## src/rtl/module_kb_tx.sv

```systemverilog
// PS/2 host-to-device transmitter: inhibit, request-to-send, clock out 8 data bits,
// odd parity and stop on device clock edges, then sample the device acknowledge.
module module_kb_tx #(
  parameter int INHIBIT_CYCLES    = 12000,
  parameter int DATA_SETUP_CYCLES = 500,
  parameter int TIMEOUT_CYCLES    = 2000000
) (
  input  logic       clk,
  input  logic       rst,
  input  logic       tx_start,
  input  logic [7:0] tx_data,
  input  logic       kb_clk_in,
  input  logic       kb_data_in,
  output logic       kb_clk_oe,
  output logic       kb_data_oe,
  output logic       busy,
  output logic       done,
  output logic       ack_err
);

  localparam int DLY_MAX = (INHIBIT_CYCLES > DATA_SETUP_CYCLES) ? INHIBIT_CYCLES : DATA_SETUP_CYCLES;
  localparam int DW      = $clog2(DLY_MAX + 1);
  localparam int TW      = $clog2(TIMEOUT_CYCLES + 1);
  localparam logic [DW-1:0] INH_LAST = DW'(INHIBIT_CYCLES - 1);
  localparam logic [DW-1:0] SET_LAST = DW'(DATA_SETUP_CYCLES - 1);
  localparam logic [TW-1:0] TO_LAST  = TW'(TIMEOUT_CYCLES - 1);

  typedef enum logic [2:0] {
    S_IDLE, S_INHIBIT, S_SETUP, S_SEND, S_ACK, S_WAIT, S_DONE
  } state_t;

  state_t        state, state_n;
  logic [DW-1:0] dcnt, dcnt_n;
  logic [TW-1:0] tcnt, tcnt_n;
  logic [3:0]    bcnt, bcnt_n;
  logic [7:0]    data_q, data_n;
  logic          par_q, par_n;
  logic          err_q, err_n;
  logic          clk_oe_n, data_oe_n, busy_n, done_n, ack_err_n;
  logic          clk_s1, clk_s2, clk_prev, data_s1, data_s2;
  logic          fall;

  // Line idle level is 1, so the synchronizers reset high to avoid a false edge.
  always_ff @(posedge clk or negedge rst) begin
    if (!rst) begin
      clk_s1   <= 1'b1;
      clk_s2   <= 1'b1;
      clk_prev <= 1'b1;
      data_s1  <= 1'b1;
      data_s2  <= 1'b1;
    end else begin
      clk_s1   <= kb_clk_in;
      clk_s2   <= clk_s1;
      clk_prev <= clk_s2;
      data_s1  <= kb_data_in;
      data_s2  <= data_s1;
    end
  end

  assign fall = clk_prev & ~clk_s2;

  always_ff @(posedge clk or negedge rst) begin
    if (!rst) begin
      state      <= S_IDLE;
      dcnt       <= '0;
      tcnt       <= '0;
      bcnt       <= '0;
      data_q     <= '0;
      par_q      <= 1'b0;
      err_q      <= 1'b0;
      kb_clk_oe  <= 1'b0;
      kb_data_oe <= 1'b0;
      busy       <= 1'b0;
      done       <= 1'b0;
      ack_err    <= 1'b0;
    end else begin
      state      <= state_n;
      dcnt       <= dcnt_n;
      tcnt       <= tcnt_n;
      bcnt       <= bcnt_n;
      data_q     <= data_n;
      par_q      <= par_n;
      err_q      <= err_n;
      kb_clk_oe  <= clk_oe_n;
      kb_data_oe <= data_oe_n;
      busy       <= busy_n;
      done       <= done_n;
      ack_err    <= ack_err_n;
    end
  end

  always_comb begin
    state_n   = state;
    dcnt_n    = dcnt;
    tcnt_n    = tcnt;
    bcnt_n    = bcnt;
    data_n    = data_q;
    par_n     = par_q;
    err_n     = err_q;
    clk_oe_n  = kb_clk_oe;
    data_oe_n = kb_data_oe;
    busy_n    = busy;
    done_n    = 1'b0;
    ack_err_n = 1'b0;
    case (state)
      S_IDLE: begin
        clk_oe_n  = 1'b0;
        data_oe_n = 1'b0;
        busy_n    = 1'b0;
        if (tx_start) begin
          data_n   = tx_data;
          par_n    = ~^tx_data;
          err_n    = 1'b0;
          busy_n   = 1'b1;
          clk_oe_n = 1'b1;
          dcnt_n   = '0;
          state_n  = S_INHIBIT;
        end
      end
      S_INHIBIT: begin
        if (dcnt == INH_LAST) begin
          dcnt_n    = '0;
          data_oe_n = 1'b1;
          state_n   = S_SETUP;
        end else begin
          dcnt_n = dcnt + 1'b1;
        end
      end
      S_SETUP: begin
        if (dcnt == SET_LAST) begin
          dcnt_n   = '0;
          clk_oe_n = 1'b0;
          bcnt_n   = '0;
          tcnt_n   = '0;
          state_n  = S_SEND;
        end else begin
          dcnt_n = dcnt + 1'b1;
        end
      end
      S_SEND, S_ACK, S_WAIT: begin
        if (tcnt == TO_LAST) begin
          // Device stalled: free both lines and report failure.
          clk_oe_n  = 1'b0;
          data_oe_n = 1'b0;
          err_n     = 1'b1;
          busy_n    = 1'b0;
          done_n    = 1'b1;
          ack_err_n = 1'b1;
          state_n   = S_DONE;
        end else begin
          tcnt_n = tcnt + 1'b1;
          if (state == S_SEND) begin
            if (fall) begin
              bcnt_n = bcnt + 1'b1;
              if (bcnt < 4'd8) begin
                data_oe_n = ~data_q[bcnt[2:0]];
              end else if (bcnt == 4'd8) begin
                data_oe_n = ~par_q;
              end else begin
                data_oe_n = 1'b0;
                state_n   = S_ACK;
              end
            end
          end else if (state == S_ACK) begin
            if (fall) begin
              err_n   = data_s2;
              state_n = S_WAIT;
            end
          end else if (clk_s2 && data_s2) begin
            busy_n    = 1'b0;
            done_n    = 1'b1;
            ack_err_n = err_q;
            state_n   = S_DONE;
          end
        end
      end
      S_DONE: begin
        busy_n  = 1'b0;
        state_n = S_IDLE;
      end
      default: state_n = S_IDLE;
    endcase
  end

endmodule
```

## config.mk

```make
export PLATFORM = sky130hd
export DESIGN_NAME = module_kb_tx
export DESIGN_NICKNAME = d
export VERILOG_FILES = /design/src/rtl/module_kb_tx.sv
export SDC_FILE = /design/constraint.sdc
export NUM_CORES = 1
export LEC_CHECK = 0
export ABC_CLOCK_PERIOD_IN_PS = 2400
export CAP_MARGIN = 20
export CORE_UTILIZATION = 56
export CTS_BUF_LIST = sky130_fd_sc_hd__clkbuf_8
export DETAILED_ROUTE_END_ITERATION = 10
export PLACE_DENSITY = 0.85
export SLEW_MARGIN = 25
export SYNTH_ARGS = -nofsm -noshare
export SYNTH_HDL_FRONTEND = slang
export SYNTH_SLANG_ARGS = --single-unit
```

## constraint.sdc

```tcl
create_clock -name clk -period 2.4 [get_ports clk]
set_clock_uncertainty 0.15 [all_clocks]
set_input_delay 0.72 -clock clk [delete_from_list [all_inputs] [get_ports clk]]
set_output_delay 0.72 -clock clk [all_outputs]
set_load 0.01 [all_outputs]
```

# == Yosys cells after proc, flatten, opt, wreduce, memory -nomap -nowiden ==
# Index checks and enable logic that the tools add are counted.
# classes
add_sub_neg,3
n_mul,0
div_mod_pow,0
n_lt_le_gt_ge,2
n_eq_ne,28
shifts,0
mux,58
n_bitwise,4
reduce_logical,19
# ops
cell,count
14-bit two-way mux,3
21-bit two-way mux,2
14-bit one-hot mux with 3 select lines,1
21-bit one-hot mux with 2 select lines,1
3-bit two-way mux,11
1-bit two-way mux,29
"21-bit by 1-bit adder with 21-bit output, second input constant",1
"21-bit equality test, second input constant",1
"3-bit inequality test, second input constant",6
4-bit two-way mux,4
"4-bit inequality test, second input constant",4
"14-bit by 1-bit adder with 14-bit output, second input constant",1
"14-bit equality test, second input constant",1
"14-bit by 9-bit equality test with 1-bit output, second input constant",1
"2-bit inequality test, second input constant",7
3-bit one-hot mux with 4 select lines,1
3-bit nonzero test,4
5-bit AND reduction,2
"3-bit equality test, second input constant",3
1-bit one-hot mux with 3 select lines,3
4-bit one-hot mux with 2 select lines,1
4-bit AND reduction,2
8-bit AND reduction,1
8-bit XNOR reduction,1
other kinds (17),23
# totals
regBits,62
latchBits,0
ram_bits,0
romBits,0
input_bits,13
output_inout_bits,5
word_cells,131
n_memories,0

# == Logic depth before layout (Yosys ltp) ==
# Gate-level depths: netlist of run 1.
# depth
depth_word,8
mapped_depth,9

# == Worst setup path after synthesis of run 1 ==
# OpenSTA, ideal clock, no wires.
# synth_timing
path_type,input to register
start,input tx_start
end,register dcnt[5]
setup_time_ps,128
arrival_time_ps,1851
setup_slack_ps,270
stages,6
cell_sequence,or3_1 o211ai_1 clkbuf_1 nor3_1 xnor2_1 nor2_1
# synth_between
elab_chain_cells,2
# synth_lines
element,line_no,rtl
from (decl),10,"input logic tx_start,"
2-bit inequality test (no line),n/a,
2-bit AND reduction (no line),n/a,
to (signal assigned),78,dcnt <= dcnt_n;
to (decl),33,"logic [DW-1:0] dcnt, dcnt_n;"
# Every way passes these cells.
# A chain may end at the register's enable or synchronous reset.

# == Final worst setup path of run 1 ==
# layout_timing
start,register tcnt[11]
end,register ack_err
# layout_between
elab_chain_cells,3
# layout_lines
element,line_no,rtl
from (decl),34,"logic [TW-1:0] tcnt, tcnt_n;"
from (signal assigned),79,tcnt <= tcnt_n;
21-bit equality test,141,if (tcnt == TO_LAST) begin
1-bit two-way mux,141,
1-bit two-way mux,105,case (state)
net ack_err_n,39,"logic clk_oe_n, data_oe_n, busy_n, done_n, ack_err_n;"
to (signal assigned),88,ack_err <= ack_err_n;
to (decl),18,output logic ack_err
# The timed path passes the listed nets, and every way through them passes these cells.

==> impl_metrics.toml, run 1 <==
[outcome]
status = "finished clean"

[route]
finalWirelength_mm = 7.90
drtAntennaViolNets = 0
first_pass_iters = 5
drtIter0Drc = 241
vias = 3003
drc = 0
wl_per_cell_um = 16.5
viasPerCell = 6.28

[clocking]
cts_buffers = 9
ctsHoldBuffers = 0
cts.reportedPaths.clkPinSlew_ps = 60
clock_path_buffers = 2
postCtsSetupBuffers = 0
cts_tree = "built"
cts.sinks = 62
cts-htree-levels = 3
insertion_delay_ps = 340
cts_resized = 0
clockRootBuffer = "clkbuf_8"

[setup_path]
crit_slowest_cell = "dfrtp_1"
worstSetupStartpoint = "tcnt[11]$_DFFE_PN0P_"
critPathTopFamily = "simple AND/OR/NAND/NOR gates"
cp-endpoint = "ack_err$_DFF_PN0_"
crit_arrival_ps = 2410
worstSetupPathType = "reg2reg"
path_cells = "nor4b_2 -> and4_1 -> buf_4 -> nand2_1 -> a22oi_1 -> a21boi_1"
cp_num_buf_inv = 1
worstReg2RegEnd = "ack_err$_DFF_PN0_"
ff2ff_path_depth = 6
path_depth = 6
critPathLaunchType = "flop"
crit_path_end_kind = "flop"
path_max_fanout = 6
max_stage_delay_ps = 450
r2r_slack_ps = 80
r2r-start = "tcnt[11]$_DFFE_PN0P_"
cp_data_required_time_ps = 2490

[global_routing]
grt_pass1_vias = 2820
track_usage_pct = 25.6
grt_pass1_wl_mm = 13.0
grt.met1_usage_pct = 32.2
grt_max_degree = 63
grt_use_met3_pct = 7.03
busiest_layer = "met2"
overflow = 0
met2_usage_pct = 41.1
antenna_found_initial = 0

[power_and_ir_drop]
p_leak_nw = 1.91
p_per_area_nw_per_um2 = 513
vdd_drop_max_uv = 464
finalPower_w = 0.00216

[layout]
fin_area_um2 = 4220
nets = 415
fillCellCount = 453
synthToLayoutAreaGrowth_pct = 17.0
drive_above_1_share_pct = 17.6
n_antenna_cell = 0

[sta]
finalMaxSlewViolations = 0
min_period_ps = 2320
clock.fmax_ghz = 0.431
rsz0062_at_grt = "false"
final_hold_viol_count = 0
worst_pin_slew_ps = 447
slew_headroom_pct = 70.0
setup_viol = 0
post-route-period-util_pct = 96.6

[placement]
hpwlAfterDp_mm = 5.44
io_buffer_count = 17
gp_congestion = 0.910
placed_area_um2 = 3990

[floorplan]
io_pins = 18
fp.dieH_um = 82.2
fp.dieW_um = 82.2
core_area_um2 = 6060
fp-row-count = 28
die-area_um2 = 6760
start_util_pct = 59.4

[yosys]
synthMuxAreaShare_pct = 8.06
avgSynthCellArea_um2 = 10.0
yosys.area_share.simple_pct = 21.4
ys_ff_latch = 62
synth_warnings = 0
synth-adder-area-share_pct = 1.39
syn-num-nets = 377
synth-xor-area-share_pct = 3.65
async_reset_ff_share_pct = 100
ys_dominant_reg_cell = "dfrtp_1"
synth_top_area_cell = "dfrtp_1"
netlist_area_um2 = 3600
synth_top_area_share_pct = 39.6
synth_cell_types = 63
ys_seq_area_share_pct = 43.2
synth_edf_count = 0
netlist_instances = 360
synth-compound-area-share_pct = 18.6
synth_area_leaders = "dfrtp_1, dfstp_2, xnor2_1"
synth_top_family_by_area = "simple AND/OR/NAND/NOR gates"

[worst_hold_path]
holdCritPathClass = "reg2reg"

[job]
maxCapViolCount = 0
==> logic make-up after synthesis <==
group / count (synthesis)
AOI/OAI and AO/OA: 86
xor gates and xnor gates: 15
adders and majority gates: 4
buffers and inverters: 27
DFF: 62
muxes: 25
and+or+nand+nor: 141
==> layer usage <==
metal  vias to the layer above  wire length, µm
met1                      1472             3500
met5                         -                0
li1                       1421                -
met3                        22              391
met2                        88             3840
met4                         0              170
==> metrics by stage <==
step           std cells  utilization, %  TNS [ps]  hold WS [ps]  setup slack (ps)
2_1_floorplan        360               -         0           195               270
3_3_place_gp         462            65.8     -44.9           196             -37.9
3_5_place_dp         462            65.8      -121           199             -66.2
4_1_cts              478            69.6         0           208               114
5_1_grt              478            69.6         0           209              11.0
6_report             478            69.6         0           207              80.5
==> worst min-delay path by stage <==
stage / end / depth (start not counted) / startpoint / slack, ps
finish: clk_s2$_DFF_PN1_ / 0 / clk_s1$_DFF_PN1_ / 210
global route: data_s2$_DFF_PN1_ / 0 / data_s1$_DFF_PN1_ / 210
CTS: data_s2$_DFF_PN1_ / 0 / data_s1$_DFF_PN1_ / 210
detailed placement: data_s2$_DFF_PN1_ / 0 / data_s1$_DFF_PN1_ / 200
global placement: clk_s2$_DFF_PN1_ / 0 / clk_s1$_DFF_PN1_ / 200
floorplan: clk_s2$_DFF_PN1_ / 0 / clk_s1$_DFF_PN1_ / 200
==> synthesized netlist by cell type, types with 3 or more instances <==
library cell	count
a21o_1	9
a22o_1	5
o21ai_0	9
and3_1	6
and4_1	5
mux2i_1	11
nor4_1	3
ha_1	4
o311ai_0	9
inv_1	10
buf_2	7
mux2_2	10
xnor2_1	13
dfrtp_1	57
nand2b_1	17
o31ai_1	9
o211ai_1	6
dfstp_2	5
nand4_1	11
nor2_1	21
nand3_1	20
a21boi_1	3
nand2_1	29
and2_1	5
a21oi_1	12
nor3_1	10
clkbuf_1	5
==> registers in the layout, indices dropped and copies added (netlist names), 3 cells and up <==
register	count
tcnt	21
state	3
bcnt	4
dcnt	14
data_q	8
==> cell type report <==
| class | instances | area, µm² | area share [%] |
|---|---|---|---|
| Clock buffer | 11 | 151 | 3.59 |
| Multi-Input combinational cell | 271 | 1910 | 45.4 |
| Timing Repair Buffer | 43 | 385 | 9.14 |
| Sequential cell | 62 | 1560 | 37.0 |
| Inverter | 11 | 41.3 | 0.980 |
| Clock inverter | 5 | 73.8 | 1.75 |
| Tap cell | 75 | 93.8 | 2.23 |
==> power breakdown <==
group	leakage [nW]	total, W	switching [W]	internal (W)
Combinational	0.984	0.0000727	0.0000376	0.0000351
Clock	0.121	0.00103	0.000399	0.000634
Sequential	0.809	0.00105	0.00000200	0.00105
Total	1.91	0.00216	0.000439	0.00172
==> cells in the final DEF (no fill, tap or decap), types with 10 or more instances in the layout <==
master and n:
dfrtp_1 57, nand2_1 29, buf_4 24, nor2_1 21, nand3_1 20, nand2b_1 17, clkdlybuf4s50_1 16, xnor2_1 13
a21oi_1 12, inv_1 11, nand4_1 11, mux2i_1 11, clkbuf_8 11, nor3_1 10, mux2_2 10
No activity file was read; power rests on OpenSTA's default activity.
==> run 2: changes to the inputs <==
--- a/config.mk
+++ b/config.mk
@@ -10,6 +10,7 @@
 export CORE_UTILIZATION = 56
 export CTS_BUF_LIST = sky130_fd_sc_hd__clkbuf_8
 export DETAILED_ROUTE_END_ITERATION = 10
+export HOLD_SLACK_MARGIN = 0.03
 export PLACE_DENSITY = 0.85
 export SLEW_MARGIN = 25
 export SYNTH_ARGS = -nofsm -noshare
==> results of run 2 <==
No change in the layout: final DEF, timing and power equal those of run 1.
==> variant (settings of run 2) <==
Encoding of `state_t`: now one-hot (7 bits for 7 states).
--- a/src/rtl/module_kb_tx.sv
+++ b/src/rtl/module_kb_tx.sv
@@ -27,4 +27,4 @@
 
-  typedef enum logic [2:0] {
-    S_IDLE, S_INHIBIT, S_SETUP, S_SEND, S_ACK, S_WAIT, S_DONE
+  typedef enum logic [6:0] {
+    S_IDLE = 7'b0000001, S_INHIBIT = 7'b0000010, S_SETUP = 7'b0000100, S_SEND = 7'b0001000, S_ACK = 7'b0010000, S_WAIT = 7'b0100000, S_DONE = 7'b1000000
   } state_t;
Behaviour: no difference found for any inputs over 10 cycles, from zero or initial values and one cycle with rst low; not proved beyond that.
==> variant against run 2 <==
Via count is 11% higher; worst setup slack worse by 0.018 ns; count of clock-buffer cells in the layout is 2 lower; synthesized area is 3.2% higher; cell area is 6.1% higher; sequential cell count is 4 higher; first-iteration DRC count is 17% higher; routed wire length is 21% higher; synthesized cell count is 5.6% higher; critical path type unchanged.
Power is not compared: it rests on default switching activity, and its combinational part moved more than twofold at a synthesized area within 25%.
==> variant: results (changes against run 2) <==
- Synth area leaders: dfrtp_1 (40%), dfstp_2 (4.2%), o21ai_0 (3.6%) (was dfrtp_1 (40%), dfstp_2 (3.6%), xnor2_1 (3.2%))
- Worst-path fanout max: 9 (was 6)
- Clock tree buffer depth: 2 (unchanged)
- Root buf cell: clkbuf_8 (unchanged)
- Async SR Flop Fraction: 100.0% (unchanged)
- Antenna Cells: 0 (unchanged)
- Worst slew pin tran: 0.5374 ns (was 0.4469 ns)
- H-Tree Depth: 3 (unchanged)
- CTS clk-pin slew, worst paths: 0.08 ns (was 0.06 ns)
- DP HPWL: 6.543 mm (was 5.438 mm)
- Slowest-stage cell, CP: or4_4 (was dfrtp_1)
- Sequential Power Share: between 30% and 40%
- Synth unique cells: 61 (was 63)
- Clk Latency, worst-skew pair: roughly 0.35 ns
- Placer Congestion: 0.8688 (was 0.9099)
- Global-route wire length before repair: 16.15 mm (was 12.98 mm)
- Worst slack at placement: -0.01673 ns (was -0.06622 ns)
- Comb group: around 1.2 mW
- Slowest stage delay, CP: 0.56 ns (was 0.45 ns)
- Largest registers: tcnt: 21 flops, dcnt: 14 flops, data_q: 8 flops (unchanged)
- Initial antenna violation count: 0 (unchanged)
- Cells after Synth: 380 (was 360)
- Vias in the first global route: 3,381 (was 2,820)
- VDD IR max: around 0.67 mV
- Status: complete, no violations (unchanged)
- DR vias/cell: 6.511 (was 6.282)
- TritonRoute pass-1 iters: 5 (unchanged)
- Post-DP Area: 4178 µm² (was 3990 µm²)
- Hold/Removal Path Class: in2async (was reg2reg)
- Iter 0 DRT Violations: 283 (was 241)
- Post-synthesis sequential area ratio: 44.63% (was 43.24%)
- Antenna viol nets, final: 0 (unchanged)
- Synth cell count leaders: dfrtp_1 (60), nand2_1 (34), o21ai_0 (27) (was dfrtp_1 (57), nand2_1 (29), nor2_1 (21))
- PortBufs: 17 (unchanged)
- Syn. warnings: 0 (unchanged)
- Critical Path AT: roughly 2.4 ns
- CP delay by family, top: simple AND/OR/NAND/NOR gates (unchanged)
- Net Count, Synth: 397 (was 377)
- Global-route usage over all layers: 29.32% (was 25.63%)
- Final net count: 448 (was 415)
- Num CTS Buffers: 9 (unchanged)
- Placed Cells: 496 (was 462)
- Share of post-route cells with drive strength above 1: 23.17% (was 17.62%)
- Layout Cells excl Fill: 513 (was 478)
- Leakage: roughly 1.9 nW
- Largest net degree at the start of global routing: 42 (was 63)
- Pint: roughly 2.4 mW
- WL per Instance: 18.66 µm (was 16.52 µm)
-- variant: metal layers --
metal | GRT usage [%] | share of wire (%) | vias up
li1 | - | - | 1530
met1 | 35.73 | 41 | 1664
met2 | 50.52 | 51 | 121
met3 | 7.418 | 4.9 | 25
met4 | 10.48 | 2.2 | 0
met5 | 0 | 0 | -
-- variant: worst paths after layout --
check / startpoint / end / slack, ns / cells past startpoint
setup / recovery: tcnt[14] / tcnt[8] / 0.06 / 7
hold / removal: rst / state[5] / 0.20 / 2
setup reg to reg: tcnt[14] / tcnt[8] / 0.06 / 7
hold reg to reg: clk_s1 / clk_s2 / 0.20 / 0
max in group asynchronous: rst / tcnt[2] / 1.43 / 2
min in group clk: clk_s1 / clk_s2 / 0.20 / 0
-- variant: cell type report --
cell class / count / area [µm²]
clock buffer: 9 / 123.9
clock inverter: 7 / 95.09
fill: 448 / 1913
inverter: 5 / 18.77
multi-input combinational: 288 / 1977
sequential: 66 / 1659
tap: 77 / 96.34
timing repair buffer: 61 / 503.0
-- variant: repair_timing --
action	in CTS	in global routing
pin swaps	0	4
setup endpoints to repair	1	32
gates resized for setup	1	19
setup buffers	0	1
hold buffers	0	0
-- variant: cells by family after synthesis --
kind of cell | after synthesis | share of synthesized area (%)
AOI/OAI and AO/OA | 106 | 18.71
xor gates and xnor gates | 13 | 3.063
adders and majority gates | 4 | 1.346
buffers and inverters | 26 | 3.837
DFF | 66 | 44.63
muxes | 20 | 6.059
and+or+nand+nor | 145 | 22.35
-- variant: metrics by stage --
stage               hold slack, ns  power (mW)  setup TNS, ns
floorplan                   0.1952       2.167              0
global placement            0.1961       2.526              0
detailed placement          0.1975       2.586       -0.01673
CTS                         0.2070       3.634     -0.0001916
global route                0.2125       3.914        -0.1877
finish                      0.1967       3.702              0
